`src/rtl/riscv_ex_muldiv.sv`:
```
// EX-stage iterative unsigned multiply/divide unit.
// Stalls ID/EX while iterating and pulses done with the result word.
module riscv_ex_muldiv #(
    parameter int XLEN  = 32,
    parameter int CNT_W = 6
) (
    input  logic            clk,
    input  logic            rst,
    input  logic            start,
    input  logic [1:0]      op,
    input  logic [XLEN-1:0] rs1_val,
    input  logic [XLEN-1:0] rs2_val,
    input  logic [4:0]      rd_idx_in,
    input  logic            flush,
    output logic            busy,
    output logic            stall_req,
    output logic            done,
    output logic [XLEN-1:0] result,
    output logic [4:0]      rd_idx_out
);

    typedef enum logic [1:0] {
        IDLE,
        CALC,
        DONE
    } state_t;

    state_t state_q, state_d;

    logic [CNT_W-1:0]  cnt_q, cnt_d;
    logic [1:0]        op_q, op_d;
    logic [XLEN-1:0]   opb_q, opb_d;
    logic [2*XLEN-1:0] acc_q, acc_d;
    logic [4:0]        rd_q, rd_d;
    logic [4:0]        rdo_q, rdo_d;
    logic [XLEN-1:0]   res_q, res_d;

    logic              accept;
    logic              div0;
    logic              last;
    logic [XLEN:0]     mul_sum;
    logic [XLEN:0]     div_diff;
    logic [2*XLEN-1:0] step;

    // Multiply: acc = {partial high, multiplier}, shifted right each step.
    // Divide: acc = {remainder, dividend/quotient}, shifted left each step.
    always_comb begin
        accept   = start && !flush && (state_q != CALC);
        div0     = op[1] && (rs2_val == '0);
        last     = (cnt_q == CNT_W'(XLEN - 1));
        mul_sum  = {1'b0, acc_q[2*XLEN-1:XLEN]}
                 + (acc_q[0] ? {1'b0, opb_q} : '0);
        div_diff = acc_q[2*XLEN-1:XLEN-1] - {1'b0, opb_q};
        if (op_q[1]) begin
            if (div_diff[XLEN]) begin
                step = {acc_q[2*XLEN-2:0], 1'b0};
            end else begin
                step = {div_diff[XLEN-1:0], acc_q[XLEN-2:0], 1'b1};
            end
        end else begin
            step = {mul_sum, acc_q[XLEN-1:1]};
        end
    end

    always_comb begin
        state_d = state_q;
        cnt_d   = cnt_q;
        op_d    = op_q;
        opb_d   = opb_q;
        acc_d   = acc_q;
        rd_d    = rd_q;
        rdo_d   = rdo_q;
        res_d   = res_q;
        unique case (state_q)
            IDLE, DONE: begin
                state_d = IDLE;
                if (accept) begin
                    op_d  = op;
                    opb_d = op[1] ? rs2_val : rs1_val;
                    acc_d = {{XLEN{1'b0}}, (op[1] ? rs1_val : rs2_val)};
                    rd_d  = rd_idx_in;
                    cnt_d = '0;
                    if (div0) begin
                        state_d = DONE;
                        res_d   = op[0] ? rs1_val : '1;
                        rdo_d   = rd_idx_in;
                    end else begin
                        state_d = CALC;
                    end
                end
            end
            CALC: begin
                acc_d = step;
                cnt_d = cnt_q + 1'b1;
                if (last) begin
                    state_d = DONE;
                    res_d   = op_q[0] ? step[2*XLEN-1:XLEN]
                                      : step[XLEN-1:0];
                    rdo_d   = rd_q;
                end
            end
            default: state_d = IDLE;
        endcase
        if (flush) begin
            state_d = IDLE;
            res_d   = res_q;
            rdo_d   = rdo_q;
        end
    end

    always_ff @(posedge clk or posedge rst) begin
        if (rst) begin
            state_q <= IDLE;
            cnt_q   <= '0;
            op_q    <= '0;
            opb_q   <= '0;
            acc_q   <= '0;
            rd_q    <= '0;
            rdo_q   <= '0;
            res_q   <= '0;
        end else begin
            state_q <= state_d;
            cnt_q   <= cnt_d;
            op_q    <= op_d;
            opb_q   <= opb_d;
            acc_q   <= acc_d;
            rd_q    <= rd_d;
            rdo_q   <= rdo_d;
            res_q   <= res_d;
        end
    end

    assign busy       = (state_q != IDLE);
    assign done       = (state_q == DONE);
    assign stall_req  = (start && state_q == IDLE) || (state_q == CALC);
    assign result     = res_q;
    assign rd_idx_out = rdo_q;

endmodule

```
`config.mk`:
```
export PLATFORM = sky130hd
export DESIGN_NAME = riscv_ex_muldiv
export DESIGN_NICKNAME = d
export VERILOG_FILES = /design/src/rtl/riscv_ex_muldiv.sv
export SDC_FILE = /design/constraint.sdc
export NUM_CORES = 1
export LEC_CHECK = 0
export ABC_AREA = 1
export CELL_PAD_IN_SITES_DETAIL_PLACEMENT = 1
export CELL_PAD_IN_SITES_GLOBAL_PLACEMENT = 2
export CORE_MARGIN = 4
export CORE_UTILIZATION = 33
export CTS_BUF_LIST = sky130_fd_sc_hd__clkbuf_8
export CTS_CLUSTER_SIZE = 10
export DETAILED_ROUTE_END_ITERATION = 10
export MAX_ROUTING_LAYER = met4
export PLACE_DENSITY = 0.93
export SYNTH_ARGS = -nofsm -noshare
export SYNTH_HDL_FRONTEND = slang
export SYNTH_SLANG_ARGS = --single-unit
```
`constraint.sdc`:
```
create_clock -name clk -period 7.4 [get_ports clk]
set_clock_uncertainty 0.1 [all_clocks]
set_input_delay 1.85 -clock clk [delete_from_list [all_inputs] [get_ports clk]]
set_output_delay 1.85 -clock clk [all_outputs]
set_load 0.05 [all_outputs]
```
* Word level (Yosys, flattened, before mapping)
Index checks and enable logic that the tools add are counted.
Storage, ports and cells: word-level logic and storage cells 58, bits in registers 148
Operators by class: reduce and logical (&&, ||, !) cells 14, add/subtract/negate cells 3, multiplexer cells 24, eq/ne operators 8, bitwise logic cells 1
Operators with widths (number):
- 32-bit 2-to-1 mux | 8
- 64-bit 2-to-1 mux | 3
- 64-bit one-hot mux with 2 select lines | 1
- 32-bit one-hot mux with 2 select lines | 1
- 32-bit by 32-bit adder with 33-bit output | 1
- 33-bit by 32-bit subtractor with 33-bit output | 1
- 32-bit zero test | 1
- 5-bit 2-to-1 mux | 3
- 6-bit one-hot mux with 2 select lines | 1
- 5-bit one-hot mux with 2 select lines | 1
- 2-bit 2-to-1 mux | 4
- 6-bit by 1-bit adder with 6-bit output (second input constant) | 1
- 6-bit by 5-bit == test with 1-bit output (second input constant) | 1
- 6-bit 2-to-1 mux | 1
- 2-bit inequality test (second input constant) | 3
- 5-bit AND reduction | 1
- 1-bit logical AND | 4
- 2-bit one-hot mux with 2 select lines | 1
- 2-bit AND reduction | 2
- 2-bit nonzero test | 2
- 3-bit inequality test (second input constant) | 1
- 2-bit by 1-bit == test with 1-bit output (second input constant) | 1
- 2-bit == test (second input constant) | 1
- 2-bit zero test | 1
- 5 further kinds | 5

* Logic depth before layout (Yosys ltp)
Gate-level depths: netlist (run 1).
word-level depth 6, mapped depth 22, gate-level depth less buffers 20

* Worst setup path before layout (run 1)
Ideal clock, no wire load.
path type input-to-output, start point in start, end point out stall_req, slack 2.776 ns, cell stages on the path 2, arrival 2.674 ns, path buffers 0, cells stage by stage inv_1 -> a21oi_1
On the way: cells in the longest elaborated chain, start to end 2
RTL lines:
- start: declaration | line 9 | input logic start,
- 1-bit logical AND | line 135 | assign stall_req = (start && state_q == IDLE) || (state_q == CALC);
- 1-bit logical OR | line 135
- end: declaration | line 16 | output logic stall_req,
Every way passes these cells.

* Worst setup path in the final report (run 1)
Same ends and word-level chain as after synthesis.

==> impl_metrics.yaml, run 1 <==
run_status:
  status: "completed"
critical_path:
  worst-path-buf-inv: 3
  cp.arrival_ns: 3.34
  critPathLaunchType: "primary input"
  path_cells: "clkdlybuf4s50_1 -> inv_1 -> a21oi_1 -> clkdlybuf4s50_1"
  r2r-start: "acc_q[31]$_DFFE_PP0P_"
  cp_max_fo: 2
  reg2regPathDepth: 19
  criticalPathCategory: "primary input to primary output"
  cp_data_required_time_ns: 5.45
  rr_endpoint: "result[31]$_DFFE_PP0P_"
  cp_top_family: "buffers and inverters"
  cp-startpoint: "start"
  slowest_stage: "clkdlybuf4s50_1"
  endpoint_kind: "primary output"
  ff2ff_setup_slack_ns: 3.58
  critPathMaxStageDelay_ns: 0.82
  cpMostUsedCell: "clkdlybuf4s50_1"
clock_network:
  clkTransAtPathRegs_ns: 0.10
  cts_tree: "yes"
  ctsHoldBuffers: 0
  clockRootBuffer: "clkbuf_8"
  post_cts_buffers: 0
  clkLatencyLatePin_ns: 0.51
  cts_resized: 0
  cts_inserted_buffers: 17
  cts.path.max_buffers: 2
  cts_sinks: 148
  htreeDepth: 4
floorplan:
  core_um2: 40830
  fp-row-count: 74
  start_util: 0.3336
  ios: 115
  dieArea_um2: 44600
  die_y_um: 211.2
  die_w_um: 211.2
placed_design:
  hpwl_mm: 44.31
  place_inst: 2779
  routabilityCongestion: 0.9592
  port_buffers: 114
  place_ws_ns: 2.099
finish:
  area_growth_pct: 14.30
  nNetsFinal: 2408
  n_fill_cell: 5392
  final_cell_mix: "nand2_1, inv_1, nor2_1"
  drive_gt1_frac: 0.05616
  multi_input_area_um2: 8233
  final_cells: 2811
  diodes: 0
  ff_latch_area_um2: 3705
  final_common_cell: "nand2_1"
sta:
  post-route-period-util: 0.7150
  worst_slew_pin_slew_ns: 0.9610
  slew_violations: 0
  fin_setup_tns_ns: 0
  finalHoldViolCount: 0
  finalSetupViolations: 0
  fmax_ghz: 0.1890
  grt_setup_unrepaired: "false"
  layout_min_cycle_time_ns: 5.291
  worst_slack_ns: 2.109
  relSlewSlack: 0.3593
global_route:
  first_global_vias: 15460
  antenna_found_initial: 0
  grt_util_met1: 0.3390
  grtUsageMet2: 0.4136
  grt-busiest-layer: "met2"
  grt_usage: 0.2586
  grt_max_degree: 85
  overflow: 0
  grtUsageMet3: 0.03862
  grt_pass1_wl_mm: 88.04
flow_run:
  maxCapViolations: 0
hold_path:
  holdPathStages: 2
  min_path_type: "register to register"
  min_from: "rd_q[4]$_DFFE_PP0P_"
  whs_endpoint: "rd_q[4]$_DFFE_PP0P_"
detailed_routing:
  first_iter_violations: 997
  routed_wire_length_per_instance_um: 20.08
  num_vias: 14930
  route.detailed.drc: 0
  avgViaCountPerCell: 5.312
  ant_nets: 0
  first_pass_iters: 5
  drt-total-wl_mm: 56.44
synth:
  syn_inst: 2203
  syn_nets: 2345
  avgSynthCellArea_um2: 6.184
  syn_area_um2: 13620
  yosysWarningCount: 0
  ys_ff_latch: 148
  yosys.cell_types.count: 42
  yosysSeqAreaShare: 0.2719
power_and_ir_drop:
  p_leak_nw: 8.367
  p_total_w: 0.005757
  vdd_drop_max_uv: 238.3
  powerDensity_nw_per_um2: 369.7
==> worst max path at each step <==
stage / depth (start not counted) / slack, ns / to
finish: 4 / 2.11 / stall_req
global route: 4 / 2.07 / stall_req
CTS: 4 / 2.10 / stall_req
detailed placement: 4 / 2.10 / stall_req
global placement: 4 / 2.09 / stall_req
floorplan: 1 / 1.47 / acc_q[0]$_DFFE_PP0P_
==> report_power, final <==
part           total (W)  internal (W)  switching [W]
clock           0.000670      0.000274       0.000396
combinational    0.00383       0.00119        0.00264
sequential       0.00126       0.00102       0.000240
==> layer usage <==
| layer | share of wire | vias up |
|---|---|---|
| met4 | 0.034 | 0 |
| met3 | 0.045 | 82 |
| met1 | 0.45 | 7346 |
| met5 | 0 | - |
| met2 | 0.47 | 353 |
| li1 | - | 7151 |
==> tightest hold or removal path, cell delays in order (launching register included) <==
cell,delay (ns)
dfrtp_1,0.36
nand2_1,0.05
nand2_1,0.05
==> sequential cells by signal, indices dropped and copies added, names as in the netlist <==
name and flops:
opb_q 32, state_q 2, cnt_q 6, op_q 2
rd_idx_out 5, result 32, rd_q 5, acc_q 64
==> synthesized netlist by cell type <==
library cell,number,share of area
nand3_2,17,0.012
a22o_1,1,0.00064
nand3b_1,4,0.0022
ha_1,65,0.060
nand2_4,3,0.0025
o31ai_1,1,0.00055
mux2i_1,16,0.012
a31oi_1,10,0.0046
nand4_1,16,0.0073
o21a_1,7,0.0039
or2_2,1,0.00046
dfrtp_1,148,0.27
a21o_1,15,0.0083
xnor2_1,12,0.0077
a221oi_1,15,0.0096
o22ai_1,1,0.00046
nand2_2,20,0.0092
and2_1,4,0.0018
nor2_1,161,0.044
nand2_1,763,0.21
nor4_1,8,0.0037
buf_2,17,0.0062
nor3_2,1,0.00073
a21oi_2,26,0.017
clkbuf_1,61,0.017
inv_1,347,0.096
nor2_2,3,0.0014
nand3_1,134,0.049
o311ai_0,2,0.0013
buf_1,4,0.0011
a21oi_1,88,0.032
o21ai_0,122,0.045
o21ai_1,5,0.0018
o211ai_1,43,0.024
a22oi_1,29,0.016
xor2_1,3,0.0019
fa_1,2,0.0029
buf_8,1,0.0011
buf_6,4,0.0033
o21bai_1,8,0.0044
inv_2,3,0.00083
nor3_1,12,0.0044
==> final cells by class <==
type                            instances  area share
Clock buffer                           17     0.01503
Clock inverter                         15    0.009723
Inverter                              350     0.08469
Multi-Input combinational cell       1618      0.5287
Sequential cell                       148      0.2379
Tap cell                              532     0.04275
Timing Repair Buffer                  131     0.08116
==> cells by family after synthesis <==
logic type	count (synthesis)	share of synthesized area
AND/OR/NAND/NOR	1147	0.3500
buffers and inverters	437	0.1250
AO/OA/AOI/OAI	373	0.1691
flip-flops	148	0.2719
adder cells (fa/ha/maj)	67	0.06264
multiplexers	16	0.01176
XOR/XNOR	15	0.009644
==> metrics by stage <==
| stage | area (um2) | hold slack [ns] | util |
|---|---|---|---|
| global route | 15570 | 0.4286 | 0.3814 |
| floorplan | 13620 | 0.3422 | - |
| CTS | 15570 | 0.3862 | 0.3814 |
| detailed placement | 15190 | 0.3597 | 0.3719 |
| global placement | 15190 | 0.3545 | 0.3719 |
| finish | 15570 | 0.3832 | 0.3814 |
(Power assumes the default switching activity.)
==> run 2: changes to the inputs <==
--- a/config.mk
+++ b/config.mk
@@ -9,12 +9,12 @@
 export CELL_PAD_IN_SITES_DETAIL_PLACEMENT = 1
 export CELL_PAD_IN_SITES_GLOBAL_PLACEMENT = 2
 export CORE_MARGIN = 4
-export CORE_UTILIZATION = 33
+export CORE_UTILIZATION = 30
 export CTS_BUF_LIST = sky130_fd_sc_hd__clkbuf_8
 export CTS_CLUSTER_SIZE = 10
 export DETAILED_ROUTE_END_ITERATION = 10
 export MAX_ROUTING_LAYER = met4
-export PLACE_DENSITY = 0.93
+export PLACE_DENSITY = 0.9
 export SYNTH_ARGS = -nofsm -noshare
 export SYNTH_HDL_FRONTEND = slang
 export SYNTH_SLANG_ARGS = --single-unit
==> constraint.sdc (replaced) <==
create_clock -name clk -period 4.8 [get_ports clk]
set_clock_uncertainty 0.1 [all_clocks]
set_input_delay 1.2 -clock clk [delete_from_list [all_inputs] [get_ports clk]]
set_output_delay 1.2 -clock clk [all_outputs]
set_load 0.05 [all_outputs]
==> impl_metrics.yaml, run 2 (synthesis results as in run 1) <==
sta:
  worst_slew_pin_slew_ns: 1.008
  layout_min_cycle_time_ns: 4.006
  finalHoldViolCount: 0
  finalSetupViolations: 0
  fmax_ghz: 0.2496
  worst_slack_ns: 0.7942
  relSlewSlack: 0.3272
  fin_setup_tns_ns: 0
  post-route-period-util: 0.8345
  grt_setup_unrepaired: "false"
  slew_violations: 0
critical_path:
  ff2ff_setup_slack_ns: 1.21
  path_cells: "clkdlybuf4s50_1 -> inv_1 -> a21oi_1 -> clkdlybuf4s50_1"
  criticalPathCategory: "primary input to primary output"
  cp.arrival_ns: 2.71
  worst-path-buf-inv: 3
  cp_data_required_time_ns: 3.50
  cp.depth: 4
  slowest_stage: "clkdlybuf4s50_1"
  cpMostUsedCell: "clkdlybuf4s50_1"
  cp_max_fo: 2
  critPathMaxStageDelay_ns: 0.83
  cp_top_family: "buffers and inverters"
  endpoint_kind: "primary output"
  reg2regPathDepth: 19
  rr_endpoint: "result[31]$_DFFE_PP0P_"
  r2r-start: "acc_q[31]$_DFFE_PP0P_"
  critPathLaunchType: "primary input"
global_route:
  grt_pass1_wl_mm: 89.59
  first_global_vias: 15300
  grt_max_degree: 65
  grt_usage: 0.2376
  antenna_found_initial: 0
  overflow: 0
placed_design:
  routabilityCongestion: 0.9386
  place_ws_ns: 0.7852
  port_buffers: 114
  hpwl_mm: 45.41
detailed_routing:
  route.met2.wl_mm: 27.52
  routed_wire_length_per_instance_um: 20.13
  wl_met3_mm: 1.991
  ant_nets: 0
  drt-total-wl_mm: 57.86
  avgViaCountPerCell: 5.173
  route.detailed.drc: 0
  first_iter_violations: 1014
  num_vias: 14870
  wl_met1_mm: 26.80
  first_pass_iters: 5
  highest_layer: "met4"
power_and_ir_drop:
  vdd_drop_max_uv: 217.0
  p_seq_frac: 0.219
  powerDensity_nw_per_um2: 564.9
  swShare: 0.5721
  p_leak_nw: 8.400
  p_int_w: 0.003798
  switchingPower_w: 0.005078
  clockPowerShare: 0.117
  combPwrFrac: 0.665
flow_run:
  maxCapViolations: 0
floorplan:
  fp-row-count: 77
  die_y_um: 221.1
  start_util: 0.3061
  ios: 115
  die_w_um: 221.1
  dieArea_um2: 48880
  core_um2: 44510
clock_network:
  cts_resized: 0
  cts_inserted_buffers: 17
  cts_tree: "yes"
  clkTransAtPathRegs_ns: 0.11
  htreeDepth: 4
  cts_sinks: 148
  post_cts_buffers: 0
  clkLatencyLatePin_ns: 0.52
  ctsHoldBuffers: 0
  clockRootBuffer: "clkbuf_8"
  cts.path.max_buffers: 2
finish:
  ff_latch_area_um2: 3705
  final_cell_mix: "nand2_1, inv_1, nor2_1"
  largest_reg_flops: 64
  area_growth_pct: 15.34
  diodes: 0
  multi_input_area_um2: 8233
  regMostFlops: "acc_q"
  final_common_cell: "nand2_1"
  n_fill_cell: 5865
  nNetsFinal: 2411
  drive_gt1_frac: 0.05741
hold_path:
  whs_endpoint: "rd_q[1]$_DFFE_PP0P_"
  min_from: "rd_q[1]$_DFFE_PP0P_"
  holdPathStages: 2
  min_path_type: "register to register"
run_status:
  status: "completed"
## run 2: tightest hold or removal path: cells and delay by family, from the launching register on
family        cells  cell delay, ns
flops             1            0.36
simple gates      2            0.10
## run 2: area by class of cell
cell class / count / share of cell area
multi-input combinational: 1618 / 0.5240
timing repair buffer: 134 / 0.08425
inverter: 350 / 0.08385
clock inverter: 15 / 0.01011
clock buffer: 17 / 0.01489
sequential: 148 / 0.2358
tap: 592 / 0.04714
## run 2: per-stage QoR
| step | area [um2] | hold slack [ns] | util | instances | total power, W |
|---|---|---|---|---|---|
| 2_1_floorplan | 13630 | 0.3422 | - | 2203 | 0.006011 |
| 4_1_cts | 15710 | 0.3883 | 0.3530 | 2874 | 0.008902 |
| 5_1_grt | 15710 | 0.4241 | 0.3530 | 2874 | 0.009707 |
| 3_5_place_dp | 15320 | 0.3617 | 0.3442 | 2842 | 0.007836 |
| 6_report | 15710 | 0.3843 | 0.3530 | 2874 | 0.008876 |
| 3_3_place_gp | 15320 | 0.3538 | 0.3442 | 2842 | 0.007694 |
## run 2: metal layers
metal	track usage	up-vias
li1	-	7160
met1	0.3191	7305
met2	0.3873	337
met3	0.02160	64
met4	0.06322	0
met5	-	-
## run 2: power by group through the flow
stage	clock network, W	logic, W	registers, W
4_1_cts	0.00105	0.00591	0.00194
3_3_place_gp	0	0.00574	0.00195
3_5_place_dp	0	0.00587	0.00196
6_report	0.00104	0.00590	0.00194
2_1_floorplan	0	0.00420	0.00181
5_1_grt	0.00110	0.00663	0.00198
## run 2: how the worst max path moves through the flow
stage,startpoint,end,slack [ns]
floorplan,start,stall_req,1.48
global placement,start,stall_req,0.82
detailed placement,start,stall_req,0.79
CTS,start,stall_req,0.78
global route,start,stall_req,0.74
finish,start,stall_req,0.79
==> RTL edit, RTL diff (config.mk and constraints of run 1) <==
Change the parameter `CNT_W` from 6 to 5.
--- a/src/rtl/riscv_ex_muldiv.sv
+++ b/src/rtl/riscv_ex_muldiv.sv
@@ -2,7 +2,7 @@
 // Stalls ID/EX while iterating and pulses done with the result word.
 module riscv_ex_muldiv #(
     parameter int XLEN  = 32,
-    parameter int CNT_W = 6
+    parameter int CNT_W = 5
 ) (
     input  logic            clk,
     input  logic            rst,
Formal check against the unedited RTL: no difference found for any inputs over 4 cycles, from zero or initial values and one cycle with rst high; that may be too few to reach the edited logic, so the function may still have changed.
==> RTL edit against run 1 <==
  * Sequential share of layout area fell by 0.87 points
  * Maximum frequency rose by 0.73%
  * Design area rose by 3.2%
  * Combinational power rose by 22%
  * Clock power rose by 14%
  * Non-clock buffer count fell by 3
  * Area after synthesis rose by 3.7%
  * Routed wire length fell by 2.2%
  * Hold slack improved by 0.0078 ns
  * Sequential cell count fell by 1
  * Total power rose by 19%
  * Sequential power rose by 11%
  * Setup slack improved by 0.038 ns
==> RTL edit: results (changes against run 1) <==
<table>
<tr><th>Metric</th><th>Value</th></tr>
<tr><th colspan="2">Status</th></tr>
<tr><td>Run status</td><td>complete, no violations (unchanged)</td></tr>
<tr><th colspan="2">Global route</th></tr>
<tr><td>Vias in the first global route</td><td>15300 (was 15500)</td></tr>
<tr><td>Largest net degree at the start of global routing</td><td>94 (was 85)</td></tr>
<tr><td>Overall track demand over capacity in global routing</td><td>0.243 (was 0.259)</td></tr>
<tr><th colspan="2">Place</th></tr>
<tr><td>GPL Wtd Cong</td><td>0.953 (was 0.959)</td></tr>
<tr><td>DP HPWL</td><td>42.9 mm (was 44.3 mm)</td></tr>
<tr><td>Post-DP Area</td><td>15600 um^2 (was 15200 um^2)</td></tr>
<tr><th colspan="2">Layout</th></tr>
<tr><td>Count of fill cells added during filler insertion</td><td>5577 (was 5392)</td></tr>
<tr><td>Fraction of final layout cells with drive strength greater than 1</td><td>0.0894 (was 0.0562)</td></tr>
<tr><th colspan="2">Logic synthesis</th></tr>
<tr><td>Post-synth net total</td><td>2386 (was 2345)</td></tr>
<tr><td>Top cell types by occurrence after synthesis</td><td>757 x sky130_fd_sc_hd__nand2_1, 363 x sky130_fd_sc_hd__inv_1, 147 x sky130_fd_sc_hd__dfrtp_1 (was 763 x sky130_fd_sc_hd__nand2_1, 347 x sky130_fd_sc_hd__inv_1, 161 x sky130_fd_sc_hd__nor2_1)</td></tr>
<tr><td>Sequential-to-total area share from yosys stat</td><td>0.260 (was 0.272)</td></tr>
<tr><td>Number of distinct library cells after synthesis</td><td>51 (was 42)</td></tr>
<tr><th colspan="2">STA</th></tr>
<tr><td>Worst slew margin relative to its limit</td><td>0.304 (was 0.359)</td></tr>
<tr><th colspan="2">Pwr</th></tr>
<tr><td>Static leakage</td><td>8.54 nW (was 8.37 nW)</td></tr>
<tr><td>Cell internal pwr</td><td>2.95 mW (was 2.48 mW)</td></tr>
<tr><td>Worst VDD drop</td><td>0.278 mV (was 0.238 mV)</td></tr>
<tr><th colspan="2">Routing</th></tr>
<tr><td>Routed wire length</td><td>55.2 mm (was 56.4 mm)</td></tr>
<tr><td>DR iter-0 viols</td><td>844 (was 997)</td></tr>
<tr><th colspan="2">Worst setup path</th></tr>
<tr><td>Endpoint arrival time on the critical path</td><td>3.30 ns (was 3.34 ns)</td></tr>
</table>
[RTL edit: changes by cell type in the layout (fill, tap and decap cells not counted), sizes merged, moves of 6 or more]
| cell | change |
|---|---|
| nand3 | +20 |
| inv | +24 |
| a22oi | -29 |
| nand4 | -8 |
| nand2 | +27 |
| o211ai | +6 |
| a21oi | +25 |
| nor2 | -12 |
[RTL edit: per-layer routing]
layer  share of wire  routed length (um)  global-route usage  vias to the layer above
met4           0.036                1980              0.0862                        0
met5               0                   0                   -                        -
li1                -                   -                   -                     7214
met1            0.46               25600               0.316                     7254
met2            0.47               25800               0.393                      277
met3           0.032                1780              0.0292                       91
[RTL edit: worst min-delay path: cells and delay by family (launching register included)]
family | cells | cell delay [ns]
and+or+nand+nor | 2 | 0.11
DFF | 1 | 0.36
[RTL edit: final timing paths]
check / from / endpoint / slack (ns) / depth (start not counted)
max: start / stall_req / 2.15 / 4
min: rd_q[1] / rd_q[1] / 0.39 / 2
max reg2reg: acc_q[31] / result[24] / 3.60 / 18
min reg2reg: rd_q[1] / rd_q[1] / 0.39 / 2
max in group asynchronous: rst / op_q[1] / 3.98 / 3
min in group asynchronous: rst / result[18] / 1.83 / 2
[RTL edit: metrics by stage]
| step | std cells | setup WS [ns] | hold slack [ns] |
|---|---|---|---|
| after floorplan | 2243 | 1.50 | 0.342 |
| after global placement | 2823 | 2.17 | 0.355 |
| after detailed placement | 2823 | 2.14 | 0.366 |
| after CTS | 2855 | 2.14 | 0.391 |
| after global routing | 2855 | 2.12 | 0.419 |
| final | 2855 | 2.15 | 0.391 |
[RTL edit: cell families after synthesis]
logic type | after synthesis | synth area share
AND/OR/NAND/NOR | 1179 | 0.379
multiplexers | 11 | 0.00780
XOR/XNOR | 10 | 0.00620
flip-flops | 147 | 0.260
adder cells (fa/ha/maj) | 68 | 0.0613
AO/OA/AOI/OAI | 365 | 0.154
buffers and inverters | 463 | 0.131
[RTL edit: power groups by stage]
stage | sequential (mW) | combinational (mW) | clock (mW)
final | 1.40 | 4.68 | 0.764
after global routing | 1.45 | 5.17 | 0.803
after CTS | 1.40 | 4.69 | 0.768
after detailed placement | 1.41 | 4.66 | 0
after global placement | 1.40 | 4.54 | 0
after floorplan | 1.67 | 3.04 | 0
[RTL edit: cell type report]
cell class	count	area, um^2	share of cell area
sequential	147	3680	0.229
tap	539	674	0.0420
clock inverter	14	203	0.0126
inverter	376	1420	0.0881
timing repair buffer	128	1240	0.0772
clock buffer	18	248	0.0154
multi-input combinational	1633	8600	0.535
